`src/rtl/semaforo_pkg.sv`:
```
// Shared definitions for the semaforo traffic-light controller family.
// Lamp encodings (one-hot), request FSM state codes and small helpers
// used by the pedestrian request front end.
package semaforo_pkg;

    // Lamp encodings for light A, one-hot: [2]=VERDE [1]=AMARELO [0]=VERMELHO
    localparam logic [2:0] VERDE    = 3'b100;
    localparam logic [2:0] AMARELO  = 3'b010;
    localparam logic [2:0] VERMELHO = 3'b001;

    // Request FSM state codes
    localparam logic [1:0] IDLE     = 2'd0;
    localparam logic [1:0] PENDING  = 2'd1;
    localparam logic [1:0] COOLDOWN = 2'd2;

    typedef enum logic [1:0] {
        ST_IDLE     = IDLE,
        ST_PENDING  = PENDING,
        ST_COOLDOWN = COOLDOWN
    } req_state_e;

    // True when exactly one lamp bit is set
    function automatic logic is_onehot3(input logic [2:0] v);
        return (v == VERDE) || (v == AMARELO) || (v == VERMELHO);
    endfunction

    // 8-bit increment that sticks at 255
    function automatic logic [7:0] sat_inc8(input logic [7:0] v);
        return (v == 8'hFF) ? v : v + 8'd1;
    endfunction

endpackage

```
`src/rtl/debounce_sync.sv`:
```
// Purpose: 2-FF synchroniser, counter debouncer and registered rising-edge detect for a raw button.
// Latency: din high sampled at edge k -> level high after edge k+DEB_CYCLES+1, rise high after edge k+DEB_CYCLES+2.
// Backpressure: none; free-running conditioner, rise is a 1-cycle strobe with no handshake.
// Ports: clk, rst (sync, active-low), din (async raw level), level (debounced level), rise (1-cycle press strobe).
module debounce_sync
    import semaforo_pkg::*;
#(
    parameter int unsigned DEB_CYCLES = 4
) (
    input  logic clk,
    input  logic rst,
    input  logic din,
    output logic level,
    output logic rise
);

    // Counter value at which the next mismatching cycle flips the level
    localparam logic [7:0] DEB_LAST = 8'(DEB_CYCLES - 1);

    logic       sync1_q;
    logic       sync2_q;
    logic [7:0] cnt_q;
    logic [7:0] cnt_d;
    logic       level_q;
    logic       level_d;
    logic       level_prev_q;
    logic       rise_q;

    // Count consecutive cycles where the synchronised input disagrees with
    // the debounced level; any agreeing cycle restarts the count.
    always_comb begin
        cnt_d   = 8'd0;
        level_d = level_q;
        if (sync2_q != level_q) begin
            if (cnt_q == DEB_LAST) begin
                level_d = ~level_q;
            end else begin
                cnt_d = cnt_q + 8'd1;
            end
        end
    end

    always_ff @(posedge clk) begin
        if (!rst) begin
            sync1_q      <= 1'b0;
            sync2_q      <= 1'b0;
            cnt_q        <= 8'd0;
            level_q      <= 1'b0;
            level_prev_q <= 1'b0;
            rise_q       <= 1'b0;
        end else begin
            sync1_q      <= din;
            sync2_q      <= sync1_q;
            cnt_q        <= cnt_d;
            level_q      <= level_d;
            level_prev_q <= level_q;
            // Edge is taken from the registered level so it can never glitch
            rise_q       <= level_q & ~level_prev_q;
        end
    end

    assign level = level_q;
    assign rise  = rise_q;

endmodule

```
`src/rtl/pedestrian_request_ctrl.sv`:
```
// Purpose: pedestrian push-button front end for semaforo: debounce, request FSM, service/timeout handling.
// Latency: clean bt_raw high sampled at edge k -> bt pulse in the cycle after edge k+DEB_CYCLES+3.
// Backpressure: none; presses arriving while a request is pending or cooling down are dropped.
// Ports: clk, rst (sync, active-low), bt_raw (raw button), a_state (light A one-hot),
//        bt (1-cycle request pulse), req_pending, press_cnt (saturating), err_state (bad a_state flag).
module pedestrian_request_ctrl
    import semaforo_pkg::*;
#(
    parameter int unsigned DEB_CYCLES = 4,
    parameter int unsigned COOLDOWN   = 2,
    parameter int unsigned TIMEOUT    = 32
) (
    input  logic       clk,
    input  logic       rst,
    input  logic       bt_raw,
    input  logic [2:0] a_state,
    output logic       bt,
    output logic       req_pending,
    output logic [7:0] press_cnt,
    output logic       err_state
);

    localparam logic [7:0] COOLDOWN_INIT = 8'(COOLDOWN);
    localparam logic [7:0] TO_LAST       = 8'(TIMEOUT - 1);
    localparam bit         RETRY_EN      = (TIMEOUT != 0);

    logic       press_evt;
    logic       deb_level_unused;   // FSM reacts to edges only
    logic       a_onehot;
    logic       served;
    logic       retry_due;

    req_state_e state_q;
    logic [7:0] to_cnt_q;
    logic [7:0] cd_cnt_q;
    logic [2:0] a_prev_q;
    logic       bt_q;
    logic       req_pending_q;
    logic [7:0] press_cnt_q;
    logic       err_q;

    debounce_sync #(
        .DEB_CYCLES (DEB_CYCLES)
    ) u_debounce (
        .clk   (clk),
        .rst   (rst),
        .din   (bt_raw),
        .level (deb_level_unused),
        .rise  (press_evt)
    );

    // Service is light A going green -> yellow. The history register only
    // ever holds legal one-hot values, so a corrupt sample cannot fake it.
    assign a_onehot  = is_onehot3(a_state);
    assign served    = a_onehot && (a_prev_q == VERDE) && (a_state == AMARELO);
    assign retry_due = RETRY_EN && (to_cnt_q == TO_LAST);

    always_ff @(posedge clk) begin
        if (!rst) begin
            state_q       <= ST_IDLE;
            to_cnt_q      <= 8'd0;
            cd_cnt_q      <= 8'd0;
            a_prev_q      <= VERMELHO;
            bt_q          <= 1'b0;
            req_pending_q <= 1'b0;
            press_cnt_q   <= 8'd0;
            err_q         <= 1'b0;
        end else begin
            bt_q  <= 1'b0;
            err_q <= ~a_onehot;
            if (a_onehot) begin
                a_prev_q <= a_state;
            end

            case (state_q)
                ST_IDLE: begin
                    if (press_evt) begin
                        state_q       <= ST_PENDING;
                        bt_q          <= 1'b1;
                        req_pending_q <= 1'b1;
                        press_cnt_q   <= sat_inc8(press_cnt_q);
                        to_cnt_q      <= 8'd0;
                    end
                end

                ST_PENDING: begin
                    // served takes priority over a coinciding retry
                    if (served) begin
                        state_q       <= ST_COOLDOWN;
                        req_pending_q <= 1'b0;
                        cd_cnt_q      <= COOLDOWN_INIT;
                    end else if (retry_due) begin
                        // With TIMEOUT=1 the retry could land right after the
                        // initial pulse; hold the count one cycle so bt never
                        // stays high across two cycles.
                        if (!bt_q) begin
                            bt_q     <= 1'b1;
                            to_cnt_q <= 8'd0;
                        end
                    end else begin
                        to_cnt_q <= to_cnt_q + 8'd1;
                    end
                end

                ST_COOLDOWN: begin
                    // Lasts COOLDOWN+1 cycles; presses are dropped, including
                    // one arriving on the exit cycle.
                    if (cd_cnt_q == 8'd0) begin
                        state_q <= ST_IDLE;
                    end else begin
                        cd_cnt_q <= cd_cnt_q - 8'd1;
                    end
                end

                default: begin
                    state_q       <= ST_IDLE;
                    req_pending_q <= 1'b0;
                end
            endcase
        end
    end

    assign bt          = bt_q;
    assign req_pending = req_pending_q;
    assign press_cnt   = press_cnt_q;
    assign err_state   = err_q;

endmodule

```
`config.mk`:
```
export PLATFORM = sky130hd
export DESIGN_NAME = pedestrian_request_ctrl
export DESIGN_NICKNAME = d
export VERILOG_FILES = /design/src/rtl/semaforo_pkg.sv /design/src/rtl/debounce_sync.sv /design/src/rtl/pedestrian_request_ctrl.sv
export SDC_FILE = /design/constraint.sdc
export NUM_CORES = 1
export LEC_CHECK = 0
export ABC_CLOCK_PERIOD_IN_PS = 2800
export CAP_MARGIN = 10
export CORE_MARGIN = 2
export CORE_UTILIZATION = 55
export DETAILED_ROUTE_END_ITERATION = 6
export GPL_ROUTABILITY_DRIVEN = 1
export GPL_TIMING_DRIVEN = 0
export PLACE_DENSITY = 0.73
export SLEW_MARGIN = 0
export SYNTH_ARGS = -nofsm -noshare
export SYNTH_HDL_FRONTEND = slang
export SYNTH_HIERARCHICAL = 1
export SYNTH_SLANG_ARGS = --single-unit
```
`constraint.sdc`:
```
create_clock -name clk -period 2.8 [get_ports clk]
set_input_delay 0.7 -clock clk [delete_from_list [all_inputs] [get_ports clk]]
set_output_delay 0.7 -clock clk [all_outputs]
set_load 0.02 [all_outputs]
```
==> impl_metrics.ini, run 1 <==
[routing]
avgViaCountPerCell = 5.68
drc_errors = 0
dr.pass1.iters = 4
vias = 1749
first_iter_violations = 149
met3_length_um = 142
ant_nets = 0
route.met2.wl_mm = 1.76
wl_per_cell_um = 12.7
wl_mm = 3.90
drt-met1-wl_mm = 1.94
top_layer = met4

[clocking]
cts_resized = 0
hold_buffers = 0
cts_max_level = 2
clock_sinks = 45
cts_buffers = 5
clk_path_buf_depth = 2
cts_setup_buffers = 0
cts_tree = done
cts_root_buf = clkbuf_8
clk_pin_slew_worst_paths_ns = 0.08
insertion_delay_ns = 0.29

[synth]
async_flop_share_pct = 0
synth_nets = 250
ys_seq_elements = 45
syn_area_per_cell_um2 = 8.87
ys_warn_count = 6
synthCells = 239
synth_ff_type = dfxtp_1
seq_area_frac_synth_pct = 42.5
netlist_area_mm2 = 0.00212
synth_cell_type_count = 51
synth_edf_count = 0

[critical_path]
endpoint_kind = flip-flop
rrSetupSlack_ns = 0.83
cp.required_ns = 3.02
critical_path.max_fanout = 10
worst_setup_path_start_kind = primary input
cpMaxStageDelayCell = clkdlybuf4s50_1
worst_ep_arrival_time_ns = 2.52
critical_path_class = in -> reg
cp_slowest_stage_delay_ns = 0.57
crit_chain = clkdlybuf4s50_1 -> nor2_1 -> a311o_1 -> buf_6 -> or4_1 -> a31oi_1

[final_layout]
drive_above_1_share_pct = 7.31
finalNetCount = 271
syn_to_final_growth_pct = 13.5
antennaDiodeCount = 0

[sta]
finalHoldViolCount = 0
min_period_ns = 2.29
fin_tns_setup_ns = 0
fmax_mhz = 436
setup_viol = 0
slew_violations = 0
finalClockSkew_ns = 0.00426
period_share_pct = 81.9
slew_headroom_pct = 53.5
worst_slew_pin_slew_ns = 0.688
grt_setup_unrepaired = no

[die]
chipWidth_um = 66.1
die-area_mm2 = 0.00437
fp.dieH_um = 66.1
ios = 17
floorplan.initialDensity_pct = 57.5
core_mm2 = 0.00369
fp-row-count = 22

[power_and_ir_drop]
powerDensity_mw_per_mm2 = 455
ir_drop_mv = 0.377
leakage_nw = 0.868
totalPowerFinal_mw = 1.10

[global_route]
antenna_found_initial = 0
gr-total-overflow = 0
grt_usage_pct = 19.2
grt_max_degree = 13
grt_pass1_vias = 1492
grt_pass1_wl_mm = 6.48

[placed_design]
hpwl_mm = 2.76
place.gp.congestion = 0.802
numPortBuffers = 14

[min_path]
min_path_type = reg -> reg

[run]
max-cap-violations = 0

[status]
status = finished, final reports clean
==> through the flow <==
step	instance area (um^2)	hold slack [ns]	setup slack, ns	instances	utilization (%)
after detailed placement	2320	0.382	0.211	301	62.9
after global routing	2410	0.402	0.405	308	65.3
final	2410	0.382	0.506	308	65.3
after CTS	2410	0.389	0.519	308	65.3
after global placement	2320	0.378	0.216	301	62.9
after floorplan	2120	0.367	0.657	239	-
==> cells by family after synthesis <==
logic type | synth area share [%]
AO/OA/AOI/OAI | 18.4
XOR/XNOR | 6.19
adder cells (fa/ha/maj) | 2.95
buffers and inverters | 4.60
flip-flops | 42.5
multiplexers | 0.472
AND/OR/NAND/NOR | 24.9
==> synth_stat cells, types with 2 or more instances <==
library cell,count,share of area (%)
nand3_1,7,1.7
o311ai_0,4,1.7
o22ai_1,4,1.2
buf_6,2,1.1
ha_1,5,2.9
inv_1,8,1.4
and2_1,6,1.8
or3_1,8,2.4
nand2_1,16,2.8
o211ai_1,8,2.8
and4_1,3,1.2
a211oi_1,2,0.71
o2111ai_1,2,0.83
nor3_1,3,0.71
a31oi_1,2,0.59
and3_1,5,1.5
o41ai_1,2,0.83
or4_1,2,0.71
nor2_1,26,4.6
nand4b_1,2,0.83
clkbuf_1,4,0.71
nand4_1,7,2.1
a21oi_1,12,2.8
a21o_2,2,0.83
xnor2_1,3,1.2
o21ai_0,13,3.1
xor2_1,12,5.0
nor2b_1,2,0.59
dfxtp_1,45,42
==> final timing paths <==
path | from | end | cells after the start
min | u_debounce/level_prev_q$_SDFF_PN0_ | u_debounce/rise$_SDFF_PN0_ | 1
max | a_state[2] | to_cnt_q[3]$_SDFFE_PN0P_ | 6
max reg2reg | to_cnt_q[0]$_SDFFE_PN0P_ | to_cnt_q[6]$_SDFFE_PN0P_ | 6
min reg2reg | u_debounce/level_prev_q$_SDFF_PN0_ | u_debounce/rise$_SDFF_PN0_ | 1
==> registers in the layout, summed over array words and instances, names as in the netlist, 2 cells and up <==
register and flops:
cd_cnt_q 8, u_debounce/cnt_q 8, press_cnt 8, state_q 2
a_prev_q 3, to_cnt_q 8
==> layout make-up <==
cell class	instances	area (um^2)
Buffer	9	63.8
Clock buffer	7	86.3
Fill cell	341	1280
Inverter	9	33.8
Multi-Input combinational cell	176	1120
Sequential cell	45	901
Tap cell	48	60.1
Timing Repair Buffer	14	140
==> critical path: cells and delay by family <==
family	cells	cell delay, ns
buffers and inverters	2	0.72
and+or+nand+nor	2	0.60
AOI/OAI and AO/OA	2	0.49
==> power by group <==
| group | leakage, nW | internal [mW] | total (mW) | switching, mW |
|---|---|---|---|---|
| Sequential | 0.364 | 0.646 | 0.651 | 0.00431 |
| Clock | 0.0443 | 0.196 | 0.399 | 0.203 |
| Combinational | 0.460 | 0.0206 | 0.0470 | 0.0264 |
| Total | 0.868 | 0.863 | 1.10 | 0.234 |
==> placed cells by master (no fill, tap or decap), drive strengths merged, types with 2 or more instances in the layout <==
master         synthesis  final
o21ai                 14     14
and3                   5      5
nor2                  26     26
ha                     5      5
o2111ai                2      2
and4                   3      3
a21oi                 12     12
dfxtp                 45     45
or4                    2      2
nand4b                 2      2
nor2b                  3      3
o41ai                  2      2
xor2                  12     12
a31oi                  2      2
o22ai                  4      4
clkbuf                 6     13
buf                    3      3
and2                   6      6
o311ai                 4      4
clkdlybuf4s50          0     14
o211ai                 8      8
nand3                  7      7
or3                    8      8
nand4                  7      7
a21o                   2      2
a211oi                 2      2
inv                    8      8
xnor2                  3      3
nand2                 16     16
nor3                   3      3
==> per-layer routing <==
layer / vias up / GRT usage, %
li1: 911 / -
met3: 7 / 5.62
met1: 804 / 24.8
met4: 0 / 6.89
met2: 27 / 30.1
met5: - / 0
Power figures use the tool's default switching activity.
==> inputs of run 2 (changes only) <==
--- a/config.mk
+++ b/config.mk
@@ -5,7 +5,7 @@
 export SDC_FILE = /design/constraint.sdc
 export NUM_CORES = 1
 export LEC_CHECK = 0
-export ABC_CLOCK_PERIOD_IN_PS = 2800
+export ABC_CLOCK_PERIOD_IN_PS = 2250
 export CAP_MARGIN = 10
 export CORE_MARGIN = 2
 export CORE_UTILIZATION = 55
==> constraint.sdc (replaced) <==
create_clock -name clk -period 2.25 [get_ports clk]
set_input_delay 0.5625 -clock clk [delete_from_list [all_inputs] [get_ports clk]]
set_output_delay 0.5625 -clock clk [all_outputs]
set_load 0.02 [all_outputs]
==> impl_metrics.ini, run 2 (same netlist as run 1, synthesis figures left out) <==
[min_path]
hold_path_depth = 1
holdPathEnd = u_debounce/rise$_SDFF_PN0_
hp-start = u_debounce/level_prev_q$_SDFF_PN0_
min_path_type = reg -> reg

[critical_path]
critical_path.max_fanout = 12
worst_setup_path_start_kind = primary input
rr_startpoint = to_cnt_q[0]$_SDFFE_PN0P_
startpoint = rst
cp.required_ns = 2.47
ff2ff_path_depth = 6
r2r_end = to_cnt_q[6]$_SDFFE_PN0P_
endpoint_kind = flip-flop
worst_ep_arrival_time_ns = 2.21
critical_path_class = in -> reg
rrSetupSlack_ns = 0.28

[sta]
grt_setup_unrepaired = no
slew_violations = 0
setup_viol = 0
min_period_ns = 1.99
slew_headroom_pct = 53.4
finalHoldViolCount = 0
finalClockSkew_ns = 0.00426
fmax_mhz = 504
worst_slew_pin_slew_ns = 0.689
period_share_pct = 88.2

[clocking]
cts_buffers = 5
cts_root_buf = clkbuf_8
insertion_delay_ns = 0.29
clk_path_buf_depth = 2
hold_buffers = 0
cts_tree = done
clk_pin_slew_worst_paths_ns = 0.08
cts_setup_buffers = 0
clock_sinks = 45
cts_max_level = 2

[power_and_ir_drop]
leakage_nw = 0.877
totalPowerFinal_mw = 1.36
ir_drop_mv = 0.469
powerDensity_mw_per_mm2 = 566

[die]
die-area_mm2 = 0.00437
fp-row-count = 22
chipWidth_um = 66.1
ios = 17
core_mm2 = 0.00369
floorplan.initialDensity_pct = 57.5
fp.dieH_um = 66.1

[routing]
vias = 1749
dr.pass1.iters = 4
first_iter_violations = 149
wl_mm = 3.90
drc_errors = 0
avgViaCountPerCell = 5.68
ant_nets = 0
wl_per_cell_um = 12.7

[final_layout]
syn_to_final_growth_pct = 13.6
finalNetCount = 271
final_common_cell = dfxtp_1
fin_util_pct = 65.3
antennaDiodeCount = 0
drive_above_1_share_pct = 7.31
mostFrequentLayoutCells = dfxtp_1 (45), nor2_1 (26), nand2_1 (16), o21ai_0 (13), clkdlybuf4s50_1 (13)

[global_route]
grt_pass1_wl_mm = 6.48
grt_max_degree = 13
grt_usage_pct = 19.2
gr-total-overflow = 0
grt_pass1_vias = 1492
antenna_found_initial = 0

[placed_design]
hpwl_mm = 2.76
place.gp.congestion = 0.802
numPortBuffers = 14

[status]
status = finished, final reports clean

[run]
max-cap-violations = 0
[run 2: where the power goes]
| group | leakage [nW] | internal (mW) | switching [mW] |
|---|---|---|---|
| registers | 0.364 | 0.804 | 0.00536 |
| clock network | 0.0443 | 0.244 | 0.253 |
| logic | 0.469 | 0.0255 | 0.0329 |
[run 2: layout make-up]
class	count	area, um^2
Fill cell	340	1280
Multi-Input combinational cell	176	1120
Sequential cell	45	901
Timing Repair Buffer	14	143
Clock buffer	7	86.3
Buffer	9	63.8
Tap cell	48	60.1
Inverter	9	33.8
[run 2: per-layer routing]
layer | vias up | track usage (%) | part of all wire, %
li1 | 911 | - | -
met1 | 804 | 24.8 | 50
met2 | 27 | 30.1 | 45
met3 | 7 | 5.62 | 3.6
met4 | 0 | 6.89 | 1.6
met5 | - | 0 | 0
[run 2: metrics by stage]
| stage | worst slack [ns] | hold WS (ns) | cell area (um^2) | std cells | TNS [ns] |
|---|---|---|---|---|---|
| after floorplan | 0.245 | 0.367 | 2120 | 239 | 0 |
| after global placement | -0.196 | 0.378 | 2320 | 301 | -0.648 |
| after detailed placement | -0.202 | 0.382 | 2320 | 301 | -0.746 |
| after CTS | 0.107 | 0.389 | 2410 | 308 | 0 |
| after global routing | 0.158 | 0.402 | 2410 | 308 | 0 |
| final | 0.265 | 0.382 | 2410 | 308 | 0 |
[run 2: timing repair]
action                                 in CTS  in global routing
setup endpoints to repair                   0                  1
gates resized for setup                     0                  1
endpoints found under the hold margin       0                  0
[run 2: critical path, cell delays in order]
cell	delay [ns]
clkdlybuf4s50_1	0.72
clkinv_1	0.36
or3_1	0.43
o22ai_1	0.13
[run 2: worst max-delay path by stage]
stage	to	slack, ns	depth (start not counted)
2_1_floorplan	to_cnt_q[3]$_SDFFE_PN0P_	0.24	6
3_3_place_gp	to_cnt_q[6]$_SDFFE_PN0P_	-0.20	5
3_5_place_dp	to_cnt_q[3]$_SDFFE_PN0P_	-0.20	6
4_1_cts	to_cnt_q[3]$_SDFFE_PN0P_	0.11	6
5_1_grt	to_cnt_q[6]$_SDFFE_PN0P_	0.16	6
6_report	to_cnt_q[7]$_SDFFE_PN0P_	0.26	4
==> inputs of run 3 (changes only) <==
--- a/config.mk
+++ b/config.mk
@@ -6,14 +6,14 @@
 export NUM_CORES = 1
 export LEC_CHECK = 0
 export ABC_CLOCK_PERIOD_IN_PS = 2250
-export CAP_MARGIN = 10
+export CAP_MARGIN = 15
 export CORE_MARGIN = 2
 export CORE_UTILIZATION = 55
 export DETAILED_ROUTE_END_ITERATION = 6
 export GPL_ROUTABILITY_DRIVEN = 1
 export GPL_TIMING_DRIVEN = 0
 export PLACE_DENSITY = 0.73
-export SLEW_MARGIN = 0
+export SLEW_MARGIN = 20
 export SYNTH_ARGS = -nofsm -noshare
 export SYNTH_HDL_FRONTEND = slang
 export SYNTH_HIERARCHICAL = 1
==> constraint.sdc (replaced) <==
create_clock -name clk -period 2.25 [get_ports clk]
set_input_delay 0.5625 -clock clk [delete_from_list [all_inputs] [get_ports clk]]
set_output_delay 0.5625 -clock clk [all_outputs]
set_load 0.01 [all_outputs]
==> results of run 3 <==
The final DEF is identical to that of run 2. Status: finished, final reports clean.
Among the figures that moved: worst IR drop on VDD 0.469 mV -> 0.464 mV
==> variant: new RTL, flow settings as in run 1 <==
Add an input register stage for `bt_raw` and `a_state`; this delays them by one clock. Comments in the files are not updated.
--- a/src/rtl/pedestrian_request_ctrl.sv
+++ b/src/rtl/pedestrian_request_ctrl.sv
@@ -26,2 +26,10 @@
 
+    logic bt_raw_q;
+    logic [2:0] a_state_q;
+
+    always_ff @(posedge clk) begin
+        bt_raw_q  <= bt_raw;
+        a_state_q <= a_state;
+    end
+
     logic       press_evt;
@@ -46,3 +54,3 @@
         .rst   (rst),
-        .din   (bt_raw),
+        .din   (bt_raw_q),
         .level (deb_level_unused),
@@ -53,4 +61,4 @@
     // ever holds legal one-hot values, so a corrupt sample cannot fake it.
-    assign a_onehot  = is_onehot3(a_state);
-    assign served    = a_onehot && (a_prev_q == VERDE) && (a_state == AMARELO);
+    assign a_onehot  = is_onehot3(a_state_q);
+    assign served    = a_onehot && (a_prev_q == VERDE) && (a_state_q == AMARELO);
     assign retry_due = RETRY_EN && (to_cnt_q == TO_LAST);
@@ -71,3 +79,3 @@
             if (a_onehot) begin
-                a_prev_q <= a_state;
+                a_prev_q <= a_state_q;
             end
Behaviour: not the same (a bounded check fails within 4 cycles, from zero or initial values and one cycle with rst low).
==> variant against run 1 <==
Power rose by 9.4%. Hold slack improved by 0.0089 ns. Register-to-register slack got worse by 0.09 ns. Design area rose by 6.7%. Sequential cell count rose by 4. Sequential share of layout area rose by 0.78 points. Worst setup slack got worse by 0.18 ns. First-iteration DRC count fell by 39%. Area after synthesis rose by 5.8%. Cell count rose by 6.2%. Routed wire length rose by 14%. Fmax fell by 7.4%. Clock power rose by 12%. Global-route usage rose by 2.3 points.
==> variant: results (changes against run 1) <==
status=complete, no violations; GRT Overall Usage=21.4% (+2.3 points); Layout Skew=0.00652 ns (+0.00226 ns); vias in the first global route=1715 (+15%); hold slack=0.391 ns (+0.00889 ns); largest cells by area after synthesis=dfxtp_1 (44%), a21oi_1 (4.7%), nor2_1 (3.2%); # Post-CTS Setup Buffers=0 (unchanged); mux cell area share after synthesis=0.892% (+0.42 points); hold crit path type=flop to flop; Crit Reg-Reg Endpoint=cd_cnt_q[1]; drt total wl=4430 um (+14%); # fillers=341 (unchanged); largest net degree at the start of global routing=17 (+4); CP Max Fanout=10 (unchanged); CTS root buf=clkbuf_8; synth cell count leaders=dfxtp_1 (49), a21oi_1 (21), nor2_1 (19); adder-cell share of the synthesized area=2.79% (-0.16 points); cts bufs inserted=5 (unchanged); Skew-Pair Late Insertion Delay=0.30 ns; sequential fraction of the synthesis area=43.7% (+1.2 points); First-pass DRT Iterations=4 (unchanged); Post-Syn Nets=264 (+5.6%); Critical-path top delay cell=clkdlybuf4s50_1; worst reg2reg path depth=6 (unchanged); Post-CTS Resized=0 (unchanged); Cell variety after synth=50 (-2.0%); hold path startpoint=u_debounce/level_prev_q; ys async rst share=0% (unchanged); Critical Path Max Stage Delay=0.66 ns (+0.09 ns); hpwl dp=3150 um (+14%); Post-Syn Instances=253 (+5.9%); pre-CTS setup slack=0.0228 ns (-0.188 ns); Hold Path Stages=1 (unchanged); GPL Wtd Cong=0.791 (-1.4%); H-Tree Depth=2 (unchanged); ys flop type=dfxtp_1; first-pass GRT wire length=7510 um (+16%); Area after DPL=0.00247 mm^2 (+6.3%); Max VDD drop=0.000288 V (-24%); launch point of the worst reg-to-reg path=cd_cnt_q[0]; Synth Area in Compound Gates=21.4% (+3.0 points); setup slack, reg-to-reg=0.74 ns (-0.09 ns); share of cells above drive strength 1=6.50% (-0.81 points); DRT iter0 DRCs=91 (-39%); Rel. slew slack=34.4% (-19 points); Synth Area in XOR/XNOR=3.90% (-2.3 points); via count=1931 (+10%); Lkg Pwr=0.918 nW (+5.7%); nets=287 (+5.9%); fin cells=327 (+6.2%); placed insts=319 (+6.0%); IO buf count=16 (+2); worst path arrival time=2.72 ns (+0.20 ns)
==> variant: where the power goes <==
group | switching [W] | total (W) | internal [W]
clock network | 0.000241 | 0.000446 | 0.000205
registers | 0.00000535 | 0.000710 | 0.000705
logic | 0.0000245 | 0.0000425 | 0.0000180
total | 0.000271 | 0.00120 | 0.000928
==> variant: metal layers <==
layer	track usage (%)	routed length (um)	vias to the layer above
met1	26.7	2170	903
li1	-	-	994
met2	35.5	2050	28
met5	0	0	-
met3	6.41	160	6
met4	7.00	51	0
==> variant: critical path, delay by kind of cell <==
kind / cells / cell delay [ns]
buf+inv: 4 / 1.83
compound gates: 1 / 0.18
==> variant: final cells by class <==
cell class,count,area (um^2),area share (%)
Clock inverter,2,17.5,0.682
Tap cell,50,62.6,2.44
Sequential cell,49,981,38.2
Buffer,6,22.5,0.877
Inverter,11,41.3,1.61
Multi-Input combinational cell,187,1200,46.7
Clock buffer,6,82.6,3.22
Timing Repair Buffer,16,160,6.24
==> variant: worst max path at each step <==
stage	start	to	slack, ns	depth (start not counted)
final	rst	to_cnt_q[2]	0.32	5
after global routing	rst	to_cnt_q[1]	0.20	5
after CTS	rst	a_prev_q[1]	0.35	5
after detailed placement	rst	to_cnt_q[1]	0.02	5
after global placement	rst	to_cnt_q[1]	-0.02	5
after floorplan	cd_cnt_q[0]	cd_cnt_q[1]	1.00	6
==> variant: kinds of logic (layout without fill, tap and decap cells) <==
kind of cell / Yosys count / after routing
buffers and inverters: 17 / 41
muxes: 2 / 2
DFF: 49 / 49
xor gates and xnor gates: 10 / 10
adders and majority gates: 5 / 5
and+or+nand+nor: 97 / 97
AOI/OAI and AO/OA: 73 / 73
